--- config.mk ---
export PLATFORM = sky130hd
export DESIGN_NAME = fir_out_requant
export DESIGN_NICKNAME = d
export VERILOG_FILES = /design/src/rtl/fir_pkg.sv /design/src/rtl/fir_out_requant_skid.sv /design/src/rtl/fir_out_requant.sv
export SDC_FILE = /design/constraint.sdc
export NUM_CORES = 1
export LEC_CHECK = 0
export ABC_AREA = 1
export BUFFER_PORTS_ARGS = -buffer_cell sky130_fd_sc_hd__buf_2
export CAP_MARGIN = 20
export CORE_ASPECT_RATIO = 0.9
export CORE_UTILIZATION = 60
export DETAILED_ROUTE_END_ITERATION = 8
export PLACE_DENSITY_LB_ADDON = 0.1
export SETUP_SLACK_MARGIN = 0.3
export SYNTH_ARGS = -nofsm -noshare
export SYNTH_HDL_FRONTEND = slang
export SYNTH_SLANG_ARGS = --single-unit
--- constraint.sdc ---
create_clock -name axis_clk -period 8.15 [get_ports axis_clk]
set_input_delay 1.2225 -clock axis_clk [delete_from_list [all_inputs] [get_ports axis_clk]]
set_output_delay 1.2225 -clock axis_clk [all_outputs]
set_load 0.1 [all_outputs]
--- src/rtl/fir_pkg.sv ---
// fir_pkg: shared widths and the round/shift/saturate helper for the FIR output requantiser
package fir_pkg;
    localparam int FIR_IN_WIDTH  = 32;
    localparam int FIR_OUT_WIDTH = 16;
    localparam int FIR_SHW       = 5;
    localparam int FIR_DW        = 8;
    typedef struct packed {
        logic                     sat;
        logic [FIR_OUT_WIDTH-1:0] data;
    } rq_t;
    // Round half up, arithmetic shift right, clamp to the signed output range.
    // One extra bit of headroom keeps the rounding add from overflowing.
    function automatic rq_t sat_round(input logic [FIR_IN_WIDTH-1:0] data, input logic [FIR_SHW-1:0] shift);
        logic        [FIR_IN_WIDTH:0]               rnd;
        logic signed [FIR_IN_WIDTH:0]               r;
        logic signed [FIR_IN_WIDTH:0]               q;
        logic        [FIR_IN_WIDTH:FIR_OUT_WIDTH-1] hi;
        rq_t                                        res;
        rnd = (shift == '0) ? '0 : ({{FIR_IN_WIDTH{1'b0}}, 1'b1} << (shift - 1'b1));
        r = $signed({data[FIR_IN_WIDTH-1], data}) + $signed(rnd);
        q = r >>> shift;
        hi = q[FIR_IN_WIDTH:FIR_OUT_WIDTH-1];
        res.sat = !((&hi) || !(|hi));
        res.data = res.sat ? {q[FIR_IN_WIDTH], {(FIR_OUT_WIDTH-1){~q[FIR_IN_WIDTH]}}} : q[FIR_OUT_WIDTH-1:0];
        return res;
    endfunction
endpackage

--- src/rtl/fir_out_requant_skid.sv ---
// axis_skid2: 2-entry AXI-Stream skid register (output register plus one skid slot)
//  axis_clk, axis_rst   clock, async active-high reset
//  in_data/valid/ready  upstream side; in_ready is registered and equals !skid_valid
//  out_data/valid/ready downstream side; out_data held while out_valid && !out_ready
module axis_skid2 #(
    parameter int WIDTH = 17
) (
    input  logic             axis_clk,
    input  logic             axis_rst,
    input  logic [WIDTH-1:0] in_data,
    input  logic             in_valid,
    output logic             in_ready,
    output logic [WIDTH-1:0] out_data,
    output logic             out_valid,
    input  logic             out_ready
);
    logic [WIDTH-1:0] skid_data;
    logic             skid_valid;
    logic             push;
    logic             load_out;
    logic             skid_valid_n;
    always_comb begin
        push = in_valid && in_ready;
        load_out = !out_valid || out_ready;
        skid_valid_n = load_out ? 1'b0 : (skid_valid || push);
    end
    always_ff @(posedge axis_clk or posedge axis_rst) begin
        if (axis_rst) begin
            skid_data <= '0;
            skid_valid <= 1'b0;
            in_ready <= 1'b0;
            out_data <= '0;
            out_valid <= 1'b0;
        end else begin
            skid_valid <= skid_valid_n;
            in_ready <= !skid_valid_n;
            if (load_out) begin
                out_valid <= skid_valid || push;
                if (skid_valid)
                    out_data <= skid_data;
                else if (push)
                    out_data <= in_data;
            end
            if (!load_out && push)
                skid_data <= in_data;
        end
    end
endmodule

--- src/rtl/fir_out_requant.sv ---
// fir_out_requant: round, shift, saturate and decimate the FIR AXI-Stream output
//  axis_clk, axis_rst            clock, async active-high reset
//  ss_tdata/tvalid/tlast/tready  wide input stream from the FIR
//  sm_tdata/tvalid/tlast/tready  narrow requantised output stream
//  cfg_shift, cfg_decim          captured on the first beat of each frame
//  sat_cnt                       saturated kept samples, sticky at 16'hFFFF
//  frame_done                    pulse the cycle after the sm_tlast beat is taken
module fir_out_requant
    import fir_pkg::*;
#(
    parameter int IN_WIDTH  = FIR_IN_WIDTH,
    parameter int OUT_WIDTH = FIR_OUT_WIDTH,
    parameter int SHW       = FIR_SHW,
    parameter int DW        = FIR_DW
) (
    input  logic                 axis_clk,
    input  logic                 axis_rst,
    input  logic [IN_WIDTH-1:0]  ss_tdata,
    input  logic                 ss_tvalid,
    input  logic                 ss_tlast,
    output logic                 ss_tready,
    output logic [OUT_WIDTH-1:0] sm_tdata,
    output logic                 sm_tvalid,
    output logic                 sm_tlast,
    input  logic                 sm_tready,
    input  logic [SHW-1:0]       cfg_shift,
    input  logic [DW-1:0]        cfg_decim,
    output logic [15:0]          sat_cnt,
    output logic                 frame_done
);
    logic             first;
    logic [SHW-1:0]   shift_q;
    logic [DW-1:0]    decim_q;
    logic [DW-1:0]    phase;
    logic             accept;
    logic             keep;
    logic [SHW-1:0]   shift;
    logic [DW-1:0]    decim;
    logic [DW-1:0]    last_phase;
    rq_t              rq;
    logic [OUT_WIDTH:0] out_word;
    // The first beat of a frame uses the live config; the rest use the captured copy.
    always_comb begin
        accept = ss_tvalid && ss_tready;
        shift = first ? cfg_shift : shift_q;
        decim = first ? cfg_decim : decim_q;
        last_phase = (decim == '0) ? '0 : decim - 1'b1;
        keep = accept && (phase == '0 || ss_tlast);
        rq = sat_round(ss_tdata, shift);
    end
    always_ff @(posedge axis_clk or posedge axis_rst) begin
        if (axis_rst) begin
            first <= 1'b1;
            shift_q <= '0;
            decim_q <= '0;
            phase <= '0;
            sat_cnt <= '0;
            frame_done <= 1'b0;
        end else begin
            if (accept) begin
                first <= ss_tlast;
                phase <= (ss_tlast || phase >= last_phase) ? '0 : phase + 1'b1;
                if (first) begin
                    shift_q <= cfg_shift;
                    decim_q <= cfg_decim;
                end
            end
            if (keep && rq.sat && sat_cnt != 16'hFFFF)
                sat_cnt <= sat_cnt + 1'b1;
            frame_done <= sm_tvalid && sm_tready && sm_tlast;
        end
    end
    axis_skid2 #(.WIDTH(OUT_WIDTH + 1)) u_skid (
        .axis_clk  (axis_clk),
        .axis_rst  (axis_rst),
        .in_data   ({ss_tlast, rq.data}),
        .in_valid  (keep),
        .in_ready  (ss_tready),
        .out_data  (out_word),
        .out_valid (sm_tvalid),
        .out_ready (sm_tready)
    );
    assign sm_tlast = out_word[OUT_WIDTH];
    assign sm_tdata = out_word[OUT_WIDTH-1:0];
endmodule

## Word-level counts from Yosys, hierarchy flattened

Cells that the tools add are included.

- Add/sub/neg operators: 5
- Shift-type cells: 2
- $lt $le $gt $ge: 1
- Muxes and demuxes: 9
- Eq/ne operators: 1
- Reduce and logical (&&, ||, !) cells: 25
- Bitwise logic cells: 1

Operator list:

| kind | number |
|---|---|
| two-way mux 17 bit | 2 |
| adder 32 x 33 -> 33 bit | 1 |
| two-way mux 33 bit | 1 |
| << shifter 1 x 5 -> 33 bit (first input constant) | 1 |
| >>> shifter 33 x 5 -> 33 bit | 1 |
| two-way mux 8 bit | 3 |
| AND reduction 18 bit | 1 |
| OR reduction 18 bit | 1 |
| adder 16 x 1 -> 16 bit (second input constant) | 1 |
| zero test 8 bit | 2 |
| two-way mux 16 bit | 1 |
| != test 16 bit (second input constant) | 1 |
| adder 8 x 1 -> 8 bit (second input constant) | 1 |
| >= comparator 8 bit | 1 |
| logical AND 1 bit | 8 |
| subtractor 8 x 1 -> 8 bit (second input constant) | 1 |
| zero test 1 bit | 5 |
| zero test 5 bit | 1 |
| logical OR 1 bit | 5 |
| two-way mux 5 bit | 1 |
| subtractor 5 x 1 -> 5 bit (second input constant) | 1 |
| AND reduction 2 bit | 1 |
| nonzero test 2 bit | 1 |
| two-way mux 1 bit | 1 |
| inverter 1 bit | 1 |

- Flip-flop bits (word level): 76
- Word-level logic and storage cells: 55

## Depth between registers and ports, before layout

Gate-level depths: netlist of run 1.

- Depth in word-level cells: 12
- Depth in mapped cells: 43
- Mapped depth without buffers: 40

## Cells and area by module

From an unflattened synthesis of run 1, not the netlist that was laid out.

- Cell total of the unflattened synthesis: 1574
- Area, all modules: 9039.9 µm²

By module, submodules not included:

| module | times used | area an instance (µm²) | cells each | sequential area each (µm²) |
|---|---|---|---|---|
| fir_out_requant | 1 | 7292.0 | 1363 | 977.2 |
| axis_skid2 | 1 | 1747.9 | 211 | 925.9 |

## Least setup slack after synthesis of run 1

Ideal clock, no wire load.

- Path kind: input to register
- From: input port cfg_shift[4]
- To: register u_skid.out_data[4]
- Data required time: 8.030 ns
- Path slack: 2.666 ns
- Arrival: 5.364 ns
- Library setup time: 0.120 ns
- Buffers on the path: 3
- Stages: 36
- Path through: or2_2 -> o21ai_1 -> clkbuf_1 -> clkbuf_1 -> nand3_1 -> nand2_1 -> inv_1 -> nand2_1 -> inv_1 -> ha_1 -> fa_1 -> nand3_1 -> nand3_2 -> nand2_1 -> nand2_1 -> nand2_1 -> nand2_1 -> nand2_1 -> nand2_1 -> nand2_2 -> nand2_4 -> inv_2 -> nand2_2 -> nand3_1 -> nand2_1 -> nand2_1 -> nand2_1 -> o211ai_1 -> nor2_2 -> nand2_2 -> nand2_4 -> buf_12 -> nand2_2 -> nand3_1 -> nand2_1 -> nand2_1

- Word-level cells in the longest chain between the ends: 12
- Elaborated cells on any way between the ends: 15
- Those cells by class: add/sub (2); shift (2); mux (5); bitwise (1); reduce/logical (5)

Ends and longest elaborated chain:

| item | line | text |
|---|---|---|
| start: declaration | fir_out_requant.sv:26 | `input logic [SHW-1:0] cfg_shift,` |
| two-way mux 5 bit (*) | n/a |  |
| subtractor 5 x 1 -> 5 bit | fir_pkg.sv:19 | `rnd = (shift == '0) ? '0 : ({{FIR_IN_WIDTH{1'b0}}, 1'b1} << (shift - 1'b1));` |
| << shifter 1 x 5 -> 33 bit | fir_pkg.sv:19 |  |
| two-way mux 33 bit | fir_pkg.sv:19 |  |
| adder 32 x 33 -> 33 bit | fir_pkg.sv:20 | `r = $signed({data[FIR_IN_WIDTH-1], data}) + $signed(rnd);` |
| >>> shifter 33 x 5 -> 33 bit (*) | fir_pkg.sv:21 | `q = r >>> shift;` |
| OR reduction 18 bit | fir_pkg.sv:23 | `res.sat = !((&hi) \|\| !(\|hi));` |
| zero test 1 bit | fir_pkg.sv:23 |  |
| logical OR 1 bit | fir_pkg.sv:23 |  |
| two-way mux 16 bit (*) | fir_pkg.sv:24 | `res.data = res.sat ? {q[FIR_IN_WIDTH], {(FIR_OUT_WIDTH-1){~q[FIR_IN_WIDTH]}}} : q[FIR_OUT_WIDTH-1:0];` |
| two-way mux 17 bit (*) | fir_out_requant_skid.sv:41 | `else if (push)` |
| two-way mux 17 bit (*) | fir_out_requant_skid.sv:39 | `if (skid_valid)` |
| end signal: assignment | fir_out_requant_skid.sv:40 | `out_data <= skid_data;` |
| end signal: assignment | fir_out_requant_skid.sv:42 | `out_data <= in_data;` |
| end: declaration | fir_out_requant_skid.sv:13 | `output logic [WIDTH-1:0] out_data,` |

Every way passes the cells marked *; elsewhere a longest branch is shown, timed or not. The select of a mux whose other input is x is not followed.
A chain may end at the register's enable or synchronous reset.

## Final worst setup path of run 1

- From: input port cfg_shift[1]
- To: register u_skid.out_data[9]

Same word-level chain as after synthesis.

==> results of run 1 <==
==> cell usage in the layout, fill, tap and decap left out, types with 2 or more instances in the layout <==
| cell | Yosys | layout |
|---|---|---|
| nand2_1 | 539 | 539 |
| inv_1 | 210 | 209 |
| nand3_1 | 200 | 200 |
| nor2_1 | 118 | 117 |
| buf_2 | 14 | 85 |
| dfrtp_1 | 75 | 75 |
| o21ai_0 | 70 | 70 |
| a21oi_1 | 50 | 50 |
| ha_1 | 44 | 44 |
| xor2_1 | 20 | 20 |
| o21ai_1 | 22 | 19 |
| nand2_2 | 14 | 14 |
| or2_2 | 13 | 13 |
| nor3_1 | 13 | 13 |
| nand4_1 | 13 | 13 |
| xnor2_1 | 13 | 13 |
| mux2i_1 | 12 | 12 |
| buf_4 | 7 | 10 |
| clkbuf_16 | 0 | 9 |
| nor2_2 | 7 | 8 |
| inv_2 | 7 | 8 |
| nand3_2 | 7 | 7 |
| o211ai_1 | 7 | 7 |
| a31oi_1 | 6 | 6 |
| o21ai_2 | 2 | 5 |
| nand3b_1 | 4 | 4 |
| nor4_1 | 4 | 4 |
| o21a_1 | 3 | 3 |
| a21o_1 | 2 | 2 |
| or2_1 | 2 | 2 |
| clkinv_1 | 2 | 2 |
| nand2_4 | 2 | 2 |
| o221ai_1 | 2 | 2 |
| o22ai_1 | 2 | 2 |
| a22oi_1 | 2 | 2 |
| nor3b_1 | 2 | 2 |
| clkinvlp_4 | 0 | 2 |
==> logic make-up (layout without fill, tap and decap cells) <==
logic type / Yosys count / in the layout / synth area share
simple gates: 940 / 940 / 0.451
mux: 12 / 12 / 0.0134
flops: 76 / 76 / 0.213
other cells: 1 / 2 / 0.000420
xor+xnor: 33 / 33 / 0.0323
buf+inv: 274 / 332 / 0.122
fa+ha+maj: 45 / 45 / 0.0638
compound gates: 172 / 172 / 0.104
==> power breakdown <==
group	total [mW]	switching, mW	leakage [nW]	internal [mW]
Sequential	0.602	0.0893	0.947	0.512
Combinational	2.16	1.61	4.41	0.559
Clock	0.412	0.166	0.142	0.246
==> tightest hold or removal path, cell delays in order, from the launching register on <==
cell,delay [ps]
dfrtp_1,340
nand2_1,50
nand2_1,50
==> worst max path at each step <==
stage	start	end	slack, ps	cells past startpoint
6_report	cfg_shift[1]	u_skid.out_data[9]	1750	37
5_1_grt	first	u_skid.skid_data[10]	1190	37
4_1_cts	cfg_shift[1]	u_skid.skid_data[0]	1840	37
3_5_place_dp	cfg_shift[1]	u_skid.skid_data[0]	1490	37
3_3_place_gp	cfg_shift[1]	u_skid.skid_data[8]	1660	37
2_1_floorplan	cfg_shift[4]	u_skid.out_data[4]	2670	36
==> metrics by stage <==
stage,std cells,cell area (µm²),util,hold slack [ps]
CTS,1802,9730,0.682,477
global route,1804,9770,0.685,495
floorplan,1553,8940,-,448
finish,1805,9770,0.685,477
global placement,1786,9430,0.661,459
detailed placement,1786,9430,0.661,461
==> sequential cells by signal (all words and copies together) (netlist names) <==
signal             flops
decim_q                8
u_skid.skid_data      17
shift_q                5
first                  1
u_skid.out_valid       1
phase                  8
u_skid.out_data       17
frame_done             1
sat_cnt               16
u_skid.skid_valid      1
u_skid.in_ready        1
==> routing by layer <==
layer / GRT usage / wire length, µm / up-vias
met5: 0 / 0 / -
met4: 0.0726 / 301 / 0
met3: 0.103 / 2940 / 39
met2: 0.517 / 11300 / 453
met1: 0.534 / 12600 / 4638
li1: - / - / 5044
==> area by class of cell <==
type / instances / area (µm²)
clock inverters: 5 / 58.8
well taps: 193 / 241
inverters: 219 / 822
repair buffers: 97 / 543
fillers: 1388 / 4490
flip-flops and latches: 76 / 1900
multi-input cells: 1203 / 5960
diodes: 1 / 2.50
clock buffers: 11 / 243
==> out/metrics.cfg, run 1 <==
[timing]
worst_pin_slew_ps = 941
slew_headroom = 0.373
drv_slew = 0
setup_tns_ps = 0
min_period_ps = 6400
rsz0062_at_grt = false
max_freq_ghz = 0.156
clock_skew_ps = 8.78
post-route-period-util = 0.786
final-hold-violation-count = 0
worst_slack_ps = 1750
setup_viol = 0

[cells_and_area]
fin_nets = 1701
syn_to_final_growth_pct = 9.35
drive_gt1_frac = 0.107

[grt]
antenna_found_initial = 1
grt_start_max_net_pins = 77
grt_pass1_vias = 8832
gr-total-overflow = 0
track_usage = 0.361
grt_pass1_wl_um = 43900

[worst_setup_path]
rr_endpoint = u_skid.out_data[9]
required_ps = 8440
crit_fanout = 37
cp-end-kind = register
crit_top_cell = nand2_1
crit_family = simple AND/OR/NAND/NOR gates
path_class = in -> reg
r2r_slack_ps = 1820
reg2regPathDepth = 37
cpMaxStageDelayCell = nand3_2
start_kind = primary input
arrival_ps = 6690
slowest_delay_ps = 490
path_buf_inv = 6
worstReg2RegStart = first

[clock_network]
numCtsBuffers = 9
cts_hold_buffers = 0
h-tree-depth = 3
clk_latency_ps = 350
cts.clk_slew.worst_paths_ps = 70
cts_root_buffer = clkbuf_16
post_cts_resized = 0
cts_tree = built
cts_buffer_depth = 2
postCtsSetupBuffers = 0
cts_sinks = 76

[die]
initial_core_util = 0.627
ios = 86
core-area_um2 = 14300
die_x_um = 131
die_height_um = 118
rows = 41
die_area_um2 = 15400

[drt]
drtAntennaViolNets = 0
wl_um = 27200
drt_iter0_markers = 1118
via_per_inst = 5.64
wire_per_inst_um = 15.1
drc = 0
firstDrtPassIters = 6
via_count = 10200

[logic_synthesis]
synth.area.top_cells = nand2_1, dfrtp_1, nand3_1
ys_seq_area_frac = 0.213
synth-main-ff-cell = dfrtp_1
synth.avg_cell_area_um2 = 5.76
ys_ff_latch = 76
synth_cells = 1553
async_flop_share = 1.00
synth_edf_count = 0
yosysTopAreaCellShare = 0.226
yosysWarningCount = 0
yosysTopAreaCell = nand2_1
synth.most_common_cell = nand2_1
synth_cell_types = 47
syn_area_um2 = 8940
synth_common_cells = nand2_1, inv_1, nand3_1
synth_nets = 1648

[run]
timing.max_cap.violations = 0

[place]
port_buffers = 85
dp_hpwl_um = 21200
dp_slack_ps = 1490
gp_congestion = 1.01

[power]
p_leak_nw = 5.50
ir_worst_vdd_uv = 216
p_per_area_nw_per_um2 = 325
power_mw = 3.18

[hold_path]
worstHoldPathCells = 2
hold_end = u_skid.out_data[8]
hold_start = u_skid.out_data[8]
min_path_type = reg -> reg

[run_status]
status = completed

Power figures use the tool's default switching activity.
==> run 2: changes to the inputs <==
Settings changed: CORE_UTILIZATION 60 to 56.
Clock period 8.15 ns to 5.5 ns, I/O delays scaled along.
==> out/metrics.cfg, run 2 (synthesized netlist as in run 1, its figures left out) <==
[run_status]
status = completed

[timing]
max_freq_ghz = 0.202
clock_skew_ps = 7.61  ; -1.18 ps
rsz0062_at_grt = false
drv_slew = 0  ; unchanged
worst_pin_slew_ps = 891  ; -49.7 ps
slew_headroom = 0.405  ; +0.0317
whs_ps = 472  ; -4.34 ps
final-hold-violation-count = 0  ; unchanged
setup_viol = 0  ; unchanged
min_period_ps = 4960
post-route-period-util = 0.902
worst_slack_ps = 537  ; -1210 ps

[hold_path]
worstHoldPathCells = 2  ; unchanged
hold_end = u_skid.out_data[0]
min_path_type = reg -> reg
hold_start = u_skid.out_data[0]

[cells_and_area]
diodes = 0  ; -1
multi_input_area_um2 = 6480  ; +8.7%
finalInstanceArea_um2 = 10700  ; +9.3%
fin_util = 0.690  ; +0.00430
drive_gt1_frac = 0.198  ; +0.0909
largestRegisters = u_skid.out_data (17), u_skid.skid_data (17), sat_cnt (16)
final_common_cell = nand2_1
seqCellArea_um2 = 1900  ; unchanged
fin_nets = 1744  ; +2.5%
syn_to_final_growth_pct = 19.6
layout_common_cells = nand2_1, inv_1, nand3_1, nor2_1, buf_2
fillers = 1425  ; +2.7%

[drt]
via_per_inst = 5.50  ; -2.4%
wl_um = 28600  ; +5.1%
wire_per_inst_um = 15.4  ; +2.2%
drc = 0  ; unchanged
via_count = 10200  ; +0.38%
drt_iter0_markers = 1147  ; +2.6%
firstDrtPassIters = 8  ; +2
drtAntennaViolNets = 0  ; unchanged

[worst_setup_path]
r2r_slack_ps = 540  ; -1280 ps
required_ps = 5730  ; -2710 ps
crit_fanout = 12  ; -68%
cp-end-kind = register
path_class = reg -> reg
start_kind = register
arrival_ps = 5190  ; -1500 ps
cpMaxStageDelayCell = dfstp_2
rr_endpoint = u_skid.out_data[7]
reg2regPathDepth = 39  ; +5.4%
crit_top_cell = nand2_2
worstReg2RegStart = first
slowest_delay_ps = 550  ; +60 ps

[clock_network]
cts_hold_buffers = 0  ; unchanged
cts_buffer_depth = 2  ; unchanged
cts.clk_slew.worst_paths_ps = 70  ; about the same
cts_tree = built
clk_latency_ps = 340  ; about the same
numCtsBuffers = 9  ; unchanged
h-tree-depth = 3  ; unchanged
cts_sinks = 76  ; unchanged
cts_root_buffer = clkbuf_16

[place]
port_buffers = 85  ; unchanged
place_area_um2 = 9700  ; +2.9%
dp_slack_ps = -102  ; -1590 ps
gp_congestion = 0.999  ; -1.5%
dp_hpwl_um = 22000  ; +3.5%

[power]
p_per_area_nw_per_um2 = 471  ; +45%
ir_worst_vdd_uv = 424  ; +97%
p_leak_nw = 5.83  ; +6.0%

[die]
core-area_um2 = 15500  ; +8.7%
ios = 86  ; unchanged
die_area_um2 = 16500  ; +7.0%
rows = 43  ; +4.9%
die_height_um = 122  ; +3.5%
die_x_um = 135  ; +3.5%
initial_core_util = 0.577  ; -0.0499

[grt]
grt_start_max_net_pins = 54  ; -30%
track_usage = 0.345  ; -0.0165
antenna_found_initial = 0  ; -1
gr-total-overflow = 0  ; unchanged
grt_pass1_wl_um = 44900  ; +2.4%
grt_pass1_vias = 9012  ; +2.0%

[run]
timing.max_cap.violations = 0  ; unchanged

-- run 2: repair_timing --
item                       CTS  global route
pin swaps                    0            29
gates resized for setup      3           129
setup buffers                0             9
gates cloned                 0             3
setup endpoints to repair   31            46
-- run 2: per-stage QoR --
step	setup TNS, ps	total power [mW]	std cells
after detailed placement	-2230	4.12	1826
after CTS	0	4.72	1842
after global placement	-248	4.09	1826
after floorplan	0	3.36	1553
final	0	5.03	1856
after global routing	0	5.40	1856
-- run 2: cell type report --
cell class,count,share of cell area
well taps,202,0.0237
clock inverters,7,0.00539
clock buffers,9,0.0211
multi-input cells,1203,0.606
inverters,219,0.0777
repair buffers,140,0.0877
flip-flops and latches,76,0.178
-- run 2: metal layers --
| layer | vias to the layer above | part of all wire | track usage |
|---|---|---|---|
| met5 | - | 0 | 0 |
| met4 | 0 | 0.0081 | 0.0520 |
| met3 | 26 | 0.093 | 0.0807 |
| met1 | 4649 | 0.48 | 0.509 |
| li1 | 5148 | - | - |
| met2 | 390 | 0.42 | 0.514 |
-- run 2: worst max-delay path by stage --
stage / to / start / slack (ps)
final: u_skid.out_data[7] / first / 540
after global routing: u_skid.out_data[9] / first / 250
after CTS: u_skid.skid_data[5] / first / 310
after detailed placement: u_skid.skid_data[1] / cfg_shift[1] / -100
after global placement: u_skid.skid_data[0] / cfg_shift[1] / -30
after floorplan: u_skid.out_data[4] / cfg_shift[4] / 410
-- run 2: where the power goes --
part           switching, mW  leakage, nW  internal [mW]
logic                   2.55         4.74           1.02
registers              0.124        0.947          0.758
clock network          0.264        0.135          0.313
total                   2.94         5.83           2.09
-- run 2: worst max-delay path, delay by kind of cell, from the launching register on --
kind,cells,cell delay [ps]
AND/OR/NAND/NOR,29,3020
buffers and inverters,7,600
adder cells (fa/ha/maj),2,570
flip-flops,1,550
AO/OA/AOI/OAI,1,80
